[config.mk]
export PLATFORM = sky130hd
export DESIGN_NAME = write_pointer_full_flat
export DESIGN_NICKNAME = d
export VERILOG_FILES = /design/src/rtl/fifo_pkg.sv /design/src/rtl/write_pointer_full_if.sv /design/src/rtl/write_pointer_full_gray2bin_conv.sv /design/src/rtl/write_pointer_full.sv /design/src/flat_wrapper.sv
export SDC_FILE = /design/constraint.sdc
export NUM_CORES = 1
export LEC_CHECK = 0
export ABC_AREA = 1
export BUFFER_PORTS_ARGS = -buffer_cell sky130_fd_sc_hd__buf_2
export CORE_UTILIZATION = 44
export DETAILED_ROUTE_END_ITERATION = 8
export PLACE_DENSITY = 0.67
export SLEW_MARGIN = 0
export SYNTH_ARGS = -nofsm -noshare
export SYNTH_HDL_FRONTEND = slang
export SYNTH_SLANG_ARGS = --single-unit
[constraint.sdc]
create_clock -name clock_write -period 2.6 [get_ports clock_write]
set_clock_uncertainty 0.15 [all_clocks]
set_input_delay 0.52 -clock clock_write [delete_from_list [all_inputs] [get_ports clock_write]]
set_output_delay 0.52 -clock clock_write [all_outputs]
set_load 0.01 [all_outputs]
[src/rtl/fifo_pkg.sv]
// Shared async-FIFO constants and gray/binary pointer helpers, used by both
// the write-side full stage and the read-side empty stage.
package fifo_pkg;

  localparam int ADDR_WIDTH            = 6;
  localparam int PTR_WIDTH             = ADDR_WIDTH + 1;
  localparam int FIFO_DEPTH            = 2 ** ADDR_WIDTH;
  localparam int ALMOST_FULL_THRESHOLD = 4;

  function automatic logic [PTR_WIDTH-1:0] bin2gray(input logic [PTR_WIDTH-1:0] bin);
    return bin ^ (bin >> 1);
  endfunction

  function automatic logic [PTR_WIDTH-1:0] gray2bin(input logic [PTR_WIDTH-1:0] gray);
    logic [PTR_WIDTH-1:0] bin;
    bin[PTR_WIDTH-1] = gray[PTR_WIDTH-1];
    for (int i = PTR_WIDTH - 2; i >= 0; i--) begin
      bin[i] = bin[i+1] ^ gray[i];
    end
    return bin;
  endfunction

endpackage

[src/rtl/write_pointer_full_if.sv]
// Producer-side bus of the write pointer/full stage: request and synchronized
// read pointer in, RAM strobe/address, gray pointer and status out.
interface write_pointer_full_if;
  import fifo_pkg::*;

  logic                  write_request;
  logic [PTR_WIDTH-1:0]  sync_read_pointer;
  logic                  write_enable;
  logic [ADDR_WIDTH-1:0] write_address;
  logic [PTR_WIDTH-1:0]  write_pointer;
  logic                  full;
  logic                  almost_full;
  logic [PTR_WIDTH-1:0]  write_level;
  logic                  overflow_error;

  modport master (
    output write_request, sync_read_pointer,
    input  write_enable, write_address, write_pointer, full, almost_full,
           write_level, overflow_error
  );

  modport slave (
    input  write_request, sync_read_pointer,
    output write_enable, write_address, write_pointer, full, almost_full,
           write_level, overflow_error
  );

endinterface

[src/rtl/write_pointer_full_gray2bin_conv.sv]
// Parameterised combinational gray-to-binary converter: each binary bit is the
// XOR of all gray bits from the MSB down to that position.
module gray2bin_conv #(
  parameter int WIDTH = 7
) (
  input  logic [WIDTH-1:0] gray,
  output logic [WIDTH-1:0] bin
);

  for (genvar i = 0; i < WIDTH; i++) begin : g_bit
    assign bin[i] = ^gray[WIDTH-1:i];
  end

endmodule

[src/rtl/write_pointer_full.sv]
// Write-domain pointer, full/almost-full, occupancy and sticky overflow status
// for the asynchronous FIFO.
module write_pointer_full
  import fifo_pkg::*;
(
  input  logic                clock_write,
  input  logic                write_reset,
  write_pointer_full_if.slave bus
);

  localparam logic [PTR_WIDTH-1:0] ALMOST_FULL_LEVEL =
    PTR_WIDTH'(FIFO_DEPTH - ALMOST_FULL_THRESHOLD);

  logic [PTR_WIDTH-1:0]  wbin_q, wbin_d;
  logic [PTR_WIDTH-1:0]  wptr_q, wptr_d;
  logic [ADDR_WIDTH-1:0] waddr_q, waddr_d;
  logic [PTR_WIDTH-1:0]  level_q, level_d;
  logic                  full_q, full_d;
  logic                  almost_full_q, almost_full_d;
  logic                  overflow_q, overflow_d;
  logic                  write_enable_s;
  logic [PTR_WIDTH-1:0]  rbin_s;
  logic [PTR_WIDTH-1:0]  full_match_s;

  gray2bin_conv #(.WIDTH(PTR_WIDTH)) u_rptr_conv (
    .gray (bus.sync_read_pointer),
    .bin  (rbin_s)
  );

  // A full FIFO has the write pointer one lap ahead: in gray code that is the
  // top two bits inverted relative to the read pointer.
  assign full_match_s = {~bus.sync_read_pointer[PTR_WIDTH-1:PTR_WIDTH-2],
                         bus.sync_read_pointer[PTR_WIDTH-3:0]};

  assign write_enable_s = bus.write_request & ~full_q & ~write_reset;

  always_comb begin
    wbin_d        = wbin_q + {{(PTR_WIDTH-1){1'b0}}, write_enable_s};
    wptr_d        = bin2gray(wbin_d);
    waddr_d       = wbin_d[ADDR_WIDTH-1:0];
    full_d        = (wptr_d == full_match_s);
    level_d       = wbin_d - rbin_s;
    almost_full_d = (level_d >= ALMOST_FULL_LEVEL);
    overflow_d    = overflow_q;
    if (bus.write_request && full_q) begin
      overflow_d = 1'b1;
    end else begin
      overflow_d = overflow_q;
    end
  end

  always_ff @(posedge clock_write or posedge write_reset) begin
    if (write_reset) begin
      wbin_q        <= {PTR_WIDTH{1'b0}};
      wptr_q        <= {PTR_WIDTH{1'b0}};
      waddr_q       <= {ADDR_WIDTH{1'b0}};
      level_q       <= {PTR_WIDTH{1'b0}};
      full_q        <= 1'b0;
      almost_full_q <= 1'b0;
      overflow_q    <= 1'b0;
    end else begin
      wbin_q        <= wbin_d;
      wptr_q        <= wptr_d;
      waddr_q       <= waddr_d;
      level_q       <= level_d;
      full_q        <= full_d;
      almost_full_q <= almost_full_d;
      overflow_q    <= overflow_d;
    end
  end

  assign bus.write_enable   = write_enable_s;
  assign bus.write_address  = waddr_q;
  assign bus.write_pointer  = wptr_q;
  assign bus.full           = full_q;
  assign bus.almost_full    = almost_full_q;
  assign bus.write_level    = level_q;
  assign bus.overflow_error = overflow_q;

endmodule

[src/flat_wrapper.sv]
// flat-port wrapper written by rule: the top's interface ports become plain ports
module write_pointer_full_flat import fifo_pkg::*;
  (clock_write, write_reset, bus_write_request, bus_sync_read_pointer, bus_write_enable, bus_write_address, bus_write_pointer, bus_full, bus_almost_full, bus_write_level, bus_overflow_error);
  write_pointer_full_if bus_i ();
  input  logic clock_write;
  input  logic write_reset;
  input wire logic [$bits(bus_i.write_request)-1:0] bus_write_request;
  input wire logic [$bits(bus_i.sync_read_pointer)-1:0] bus_sync_read_pointer;
  output wire logic [$bits(bus_i.write_enable)-1:0] bus_write_enable;
  output wire logic [$bits(bus_i.write_address)-1:0] bus_write_address;
  output wire logic [$bits(bus_i.write_pointer)-1:0] bus_write_pointer;
  output wire logic [$bits(bus_i.full)-1:0] bus_full;
  output wire logic [$bits(bus_i.almost_full)-1:0] bus_almost_full;
  output wire logic [$bits(bus_i.write_level)-1:0] bus_write_level;
  output wire logic [$bits(bus_i.overflow_error)-1:0] bus_overflow_error;
  assign bus_i.write_request = bus_write_request;
  assign bus_i.sync_read_pointer = bus_sync_read_pointer;
  assign bus_write_enable = bus_i.write_enable;
  assign bus_write_address = bus_i.write_address;
  assign bus_write_pointer = bus_i.write_pointer;
  assign bus_full = bus_i.full;
  assign bus_almost_full = bus_i.almost_full;
  assign bus_write_level = bus_i.write_level;
  assign bus_overflow_error = bus_i.overflow_error;
  write_pointer_full u_core (.clock_write(clock_write), .write_reset(write_reset), .bus(bus_i));
endmodule
==> summary.txt, run 1 <==
GRT
  – GRT Total Usage: 0.2130
  – Gr ovfl total: 0
  – Initial antenna violation count: 0
  – Global-route wire length before repair: ~5500 µm
  – Largest net degree at the start of global routing: 24
  – Vias in the first global route: 1228

Synthesis
  – Post-synthesis sequential area ratio: 0.3979
  – Post-Syn Nets: 206
  – Cell taking the most area after synthesis: dfrtp_1
  – Syn Inst Count: 187
  – Syn Std Cell Area: 1446 µm²
  – Top cells by area, synth: dfrtp_1, nand2_1, inv_1, nand3_1, ha_1
  – Flops & latches, synth: 23
  – Synthesized area per cell: 7.735 µm²
  – Netlist cell types: 18
  – Synth top area share: 0.3979
  – Ys Warns: 0

Layout
  – Share of cells above drive strength 1: 0.3663
  – Area Overhead vs Synth: 33.56%
  – Non-Filler Instances: between 200 and 300
  – Layout Nets: 263
  – Diodes inserted: 0
  – Post-route cell area: slightly below 2000 µm²

Setup path
  – CP Buf/Inv Count: 4
  – RR Startpoint: u_core.bus.full$_DFF_PP0_
  – Critical path's slowest cell: fa_2
  – Worst path max stage delay: 370 ps
  – Worst setup EP type: register
  – Critical Path Source Type: input port
  – Delay-heaviest family, CP: simple AND/OR/NAND/NOR gates
  – R2r setup slk: ~270 ps
  – CP Class: input port to register
  – Crit-path max FO: 4
  – Crit path launch: bus_sync_read_pointer[6]
  – CP required: 2710 ps
  – Critical path, cell by cell: buf_2 > inv_1 > nand2_1 > nand3_1 > nand2_1 > xor2_2 > xor2_1 > inv_1 > ha_1 > inv_1 > fa_2 > a21oi_2 > nand3b_1 > nand2_1 > nor2_1 > nand2_1 > nand2_1
  – Crit path DAT: 2510 ps
  – Most frequent CP cell: nand2_1

Route
  – ANT nets after route: 0
  – Vias post-DR: between 1000 and 1500
  – Routed WL per cell: 11.43 µm
  – Initial DRC count: between 40 and 50
  – DRC errors left: 0
  – Routed vias/inst: 4.679
  – Post-Route WL: 3281 µm
  – DR pass1 iterations: 5

Run
  – Max-Cap Viols: 0

Power
  – Switching Share: 0.4522
  – Final Power: between 2 and 2.5 mW
  – Logic pwr share: 0.645
  – P_leak: 1.091 nW
  – Peak VDD IR: 456.8 µV
  – Pint: 1.206 mW
  – Power per standard cell area: 1140 nW/µm²
  – Net Switching: approximately 1.0 mW
  – Sequential power share: 0.277
  – Clk pwr share: 0.078

Floorplanning
  – Core area: about 3000 µm²
  – Starting Density: 0.4699
  – IO Count: 34
  – Row cnt: 20
  – Die height: 59.34 µm
  – Die ar.: 3521 µm²
  – Die width: 59.34 µm

CTS
  – CTS tree: yes
  – CTS Buffer Depth: 2
  – Worst skew pair latency: 330 ps
  – Clk root buf: clkbuf_4
  – Quantity of gates resized following cts: 0
  – Worst-path clk slew: around 140 ps
  – # hold bufs at CTS: 0
  – Clk sinks: 23
  – H-tree levels: 1
  – CTS Buf Count: 3
  – Number of post-CTS setup repair buffers: 0

Timing
  – Hold Vio Cnt, Final: 0
  – Final period demand of the worst path: 2406 ps
  – Slew Limit Fails: 0
  – FMAX: 0.4157 GHz
  – Endpoints failing setup: 0
  – Max_slew headroom: 0.8034
  – Worst slew pin tran: 292.8 ps
  – Unrepaired setup endpoints after global routing: no
  – Crit share post-route: 0.9252

Placed design
  – Detail Placement HPWL: around 2600 µm
  – PortBufs: 33
  – Placed Area: ~1900 µm²
  – Placed insts: 283
  – Final Wtd Congestion: about 0.8

Outcome
  – Outcome: complete, no violations

Worst hold path
  – Hold Path Class: input port to async pin
## layer usage
layer / GRT usage / share of wire
met5: 0 / 0
met4: 0.08503 / 0.014
met3: 0.04148 / 0.058
met2: 0.3483 / 0.48
met1: 0.2756 / 0.45
## registers in the layout (all words and copies together), names as in the netlist
register / count
u_core.bus.write_pointer: 6
u_core.bus.full: 1
u_core.wbin_q: 7
u_core.bus.write_level: 7
u_core.bus.overflow_error: 1
u_core.bus.almost_full: 1
## worst min-delay path, delay by kind of cell
family,cells,cell delay (ps)
buf+inv,3,470
## synthesized netlist by cell type (all sizes together)
cell	instances
a21oi	3
nand4	2
nand3	24
o21ai	1
nand3b	2
fa	1
dfrtp	23
xnor2	4
nor2	7
nand2	69
ha	8
inv	32
xor2	9
a21o	2
## cell type report
| cell class | count | area, µm² |
|---|---|---|
| clock buffers | 3 | 22.52 |
| clock inverters | 1 | 5.005 |
| fillers | 284 | 1146 |
| inverters | 32 | 123.9 |
| multi-input cells | 132 | 842.1 |
| flip-flops and latches | 23 | 575.6 |
| well taps | 44 | 55.05 |
| repair buffers | 52 | 307.8 |
## through the flow
step	setup TNS, ps	util	setup slack (ps)	hold WS (ps)
2_1_floorplan	-352.8	-	-179.6	245.8
3_3_place_gp	-276.8	0.6150	-126.9	282.7
3_5_place_dp	-520.3	0.6150	-225.3	319.7
4_1_cts	0	0.6240	101.3	119.4
5_1_grt	0	0.6276	36.07	125.8
6_report	0	0.6276	194.5	104.9
## cell families after synthesis
kind of cell,count (synthesis),synth area share
buffers and inverters,32,0.08305
flip-flops,23,0.3979
adder cells (fa/ha/maj),9,0.08305
AND/OR/NAND/NOR,104,0.3253
AO/OA/AOI/OAI,6,0.02681
XOR/XNOR,13,0.08391
## power groups by stage
| stage | Combinational, mW | Clock, mW | Sequential [mW] |
|---|---|---|---|
| 6_report | 1.42 | 0.171 | 0.611 |
| 5_1_grt | 1.62 | 0.193 | 0.631 |
| 4_1_cts | 1.42 | 0.179 | 0.611 |
| 3_5_place_dp | 1.41 | 0 | 0.620 |
| 3_3_place_gp | 1.38 | 0 | 0.613 |
| 2_1_floorplan | 0.856 | 0 | 0.706 |
## cell usage in the layout (no fill, tap or decap), drive strengths merged
cell / count
a21o: 2
clkbuf: 3
buf: 52
inv: 31
nand4: 2
nor2: 7
clkinv: 1
xnor2: 4
xor2: 9
nand2: 69
clkinvlp: 1
a21oi: 3
dfrtp: 23
nand3b: 2
o21ai: 1
nand3: 24
ha: 8
fa: 1
## final timing paths
kind | endpoint | cells after the start
max | u_core.bus.almost_full$_DFF_PP0_ | 17
min | u_core.bus.write_pointer[1]$_DFF_PP0_ | 3
max reg2reg | u_core.bus.almost_full$_DFF_PP0_ | 16
min reg2reg | u_core.bus.overflow_error$_DFFE_PP0P_ | 1
max in group asynchronous | u_core.bus.write_level[5]$_DFF_PP0_ | 3
min in group clock_write | u_core.bus.overflow_error$_DFFE_PP0P_ | 2
Power figures use the tool's default switching activity.
==> inputs of run 2 (changes only) <==
Settings changed: MAX_ROUTING_LAYER from default to met4.
==> run 2 against run 1 <==
Effect of this change:
- sequential share of layout area is the same
- fmax grew 0.39%
- critical endpoint unchanged
- largest power group unchanged
- power grew 0.39%
- largest cell class unchanged
==> summary.txt, run 2 (synthesized netlist as in run 1, its figures left out) <==
CTS
  – CTS Buffer Depth: 2 (unchanged)
  – CTS Buf Count: 3 (unchanged)
  – H-tree levels: 1 (unchanged)
  – CTS tree: yes
  – Clk sinks: 23 (unchanged)
  – Worst-path clk slew: 140 ps (about the same)
  – Clk root buf: clkbuf_4
  – Worst skew pair latency: 330 ps (about the same)
  – Number of post-CTS setup repair buffers: 0 (unchanged)

Setup path
  – Worst path max stage delay: 370 ps (about the same)
  – R2R Path End: u_core.bus.almost_full$_DFF_PP0_
  – Critical Path Source Type: input port
  – Crit path DAT: 2520 ps (about the same)
  – Critical path's slowest cell: fa_2
  – CP required: 2720 ps (about the same)
  – R2R depth: 17 (+1)
  – Most frequent CP cell: nand2_1
  – Critical path, cell by cell: buf_2 > inv_1 > nand2_1 > nand3_1 > nand2_1 > xor2_2 > xor2_1 > inv_1 > ha_1 > inv_1 > fa_2 > a21oi_2 > nand3b_1 > nand2_1 > nor2_1 > nand2_1 > nand2_1
  – Worst setup EP type: register
  – Critical path capture point: u_core.bus.almost_full$_DFF_PP0_
  – Crit-path max FO: 4 (unchanged)
  – R2r setup slk: 280 ps (about the same)
  – RR Startpoint: u_core.bus.full$_DFF_PP0_
  – CP Class: input port to register
  – Crit path launch: bus_sync_read_pointer[6]

Route
  – Routed WL per cell: 11.51 µm (+0.67%)
  – Post-Route WL: 3303 µm (+0.67%)
  – DR pass1 iterations: 5 (unchanged)
  – Initial DRC count: 53 (+23%)
  – Vias post-DR: 1346 (+0.22%)
  – ANT nets after route: 0 (unchanged)
  – Routed vias/inst: 4.690 (+0.22%)
  – DRC errors left: 0 (unchanged)

Floorplanning
  – Row cnt: 20 (unchanged)
  – Die height: 59.34 µm (unchanged)
  – Starting Density: 0.4699 (unchanged)
  – Die ar.: 3521 µm² (unchanged)
  – Core area: 3078 µm² (unchanged)
  – Die width: 59.34 µm (unchanged)
  – IO Count: 34 (unchanged)

Timing
  – Hold Vio Cnt, Final: 0 (unchanged)
  – FMAX: 0.4173 GHz (+0.39%)
  – Slew Limit Fails: 0 (unchanged)
  – Unrepaired setup endpoints after global routing: no
  – TNS Setup: 0 ps (unchanged)
  – Worst slew pin tran: 293.2 ps (+0.3743 ps)
  – Crit share post-route: 0.9217 (-0.003552)
  – Final period demand of the worst path: 2396 ps (-9.234 ps)
  – Max_slew headroom: 0.8032 (about the same)
  – Endpoints failing setup: 0 (unchanged)
  – Setup WS post-layout: 203.7 ps (+9.234 ps)

Outcome
  – Outcome: complete, no violations

Layout
  – Commonest non-fill, non-tap cell in the layout: nand2_1
  – Share of cells above drive strength 1: 0.3663 (unchanged)
  – Area Overhead vs Synth: 33.56% (unchanged)
  – Post-route cell area: 1932 µm² (unchanged)
  – Multi-input logic area: 842.1 µm² (unchanged)
  – Final-layout fill cell count: 284 (unchanged)
  – Layout Nets: 263 (unchanged)
  – Diodes inserted: 0 (unchanged)
  – Most frequent cells in the layout: nand2_1, buf_2, inv_1, dfrtp_1, nand3_1
  – Fin util: 0.6276 (unchanged)
  – Register Area: 575.6 µm² (unchanged)

Placed design
  – Detail Placement HPWL: 2610 µm (unchanged)
  – PortBufs: 33 (unchanged)
  – DP Worst Slack: -225.3 ps (unchanged)
  – Placed Area: 1893 µm² (unchanged)
  – Final Wtd Congestion: 0.7957 (+1.4%)

GRT
  – Vias in the first global route: 1227 (-0.081%)
  – Global-route wire length before repair: 5457 µm (unchanged)
  – Gr ovfl total: 0 (unchanged)
  – Largest net degree at the start of global routing: 24 (unchanged)
  – Initial antenna violation count: 0 (unchanged)
  – GRT Total Usage: 0.2194 (+0.006398)

Power
  – P_leak: 1.091 nW (unchanged)
  – Power per standard cell area: 1144 nW/µm² (+0.39%)
  – Peak VDD IR: 458.6 µV (+0.38%)

Worst hold path
  – Hold Path Class: input port to async pin

Run
  – Max-Cap Viols: 0 (unchanged)
[run 2: cell counts in the layout (fill, tap and decap cells not counted)]
No cell type changed its count.
[run 2: worst min-delay path by stage]
| stage | startpoint | end | slack [ps] | cells past startpoint |
|---|---|---|---|---|
| 2_1_floorplan | write_reset | u_core.bus.almost_full$_DFF_PP0_ | 250 | 1 |
| 5_1_grt | write_reset | u_core.bus.write_pointer[1]$_DFF_PP0_ | 130 | 3 |
| 4_1_cts | write_reset | u_core.bus.write_pointer[1]$_DFF_PP0_ | 120 | 3 |
| 3_3_place_gp | u_core.bus.overflow_error$_DFFE_PP0P_ | u_core.bus.overflow_error$_DFFE_PP0P_ | 280 | 1 |
| 3_5_place_dp | u_core.bus.overflow_error$_DFFE_PP0P_ | u_core.bus.overflow_error$_DFFE_PP0P_ | 320 | 1 |
| 6_report | write_reset | u_core.bus.write_pointer[1]$_DFF_PP0_ | 100 | 3 |
[run 2: report_power, final]
part / internal [mW] / switching, mW
Combinational: 0.624 / 0.798
Clock: 0.0577 / 0.120
Sequential: 0.524 / 0.0868
[run 2: what timing repair did]
action | CTS | global route
endpoints found under the hold margin | 0 | 0
hold buffers | 0 | 0
endpoints found under the setup margin | 0 | 2
resized for setup | 0 | 2
[run 2: metrics by stage]
step | hold slack [ps] | total power, mW | cells
after floorplan | 245.8 | 1.562 | 187
after global placement | 282.7 | 1.991 | 283
after detailed placement | 319.7 | 2.034 | 283
after CTS | 119.4 | 2.209 | 287
after global routing | 125.8 | 2.442 | 287
final | 102.7 | 2.211 | 287
[run 2: area by class of cell]
type                            count  area share
Clock inverter                      1    0.002591
Tap cell                           44     0.02850
Multi-Input combinational cell    132      0.4359
Sequential cell                    23      0.2979
Clock buffer                        3     0.01166
Inverter                           32     0.06412
Timing Repair Buffer               52      0.1593
[run 2: worst max-delay path: cells and delay by family]
kind                     cells  cell delay, ps
buffers and inverters        4             340
AND/OR/NAND/NOR              8             680
adder cells (fa/ha/maj)      2             500
XOR/XNOR                     2             340
AO/OA/AOI/OAI                1             150
[run 2: metal layers]
layer,wire length (µm),vias to the layer above,track usage
li1,-,690,-
met1,1497,611,0.2770
met2,1559,41,0.3467
met3,194,4,0.04148
met4,51,0,0.08503
met5,0,-,-
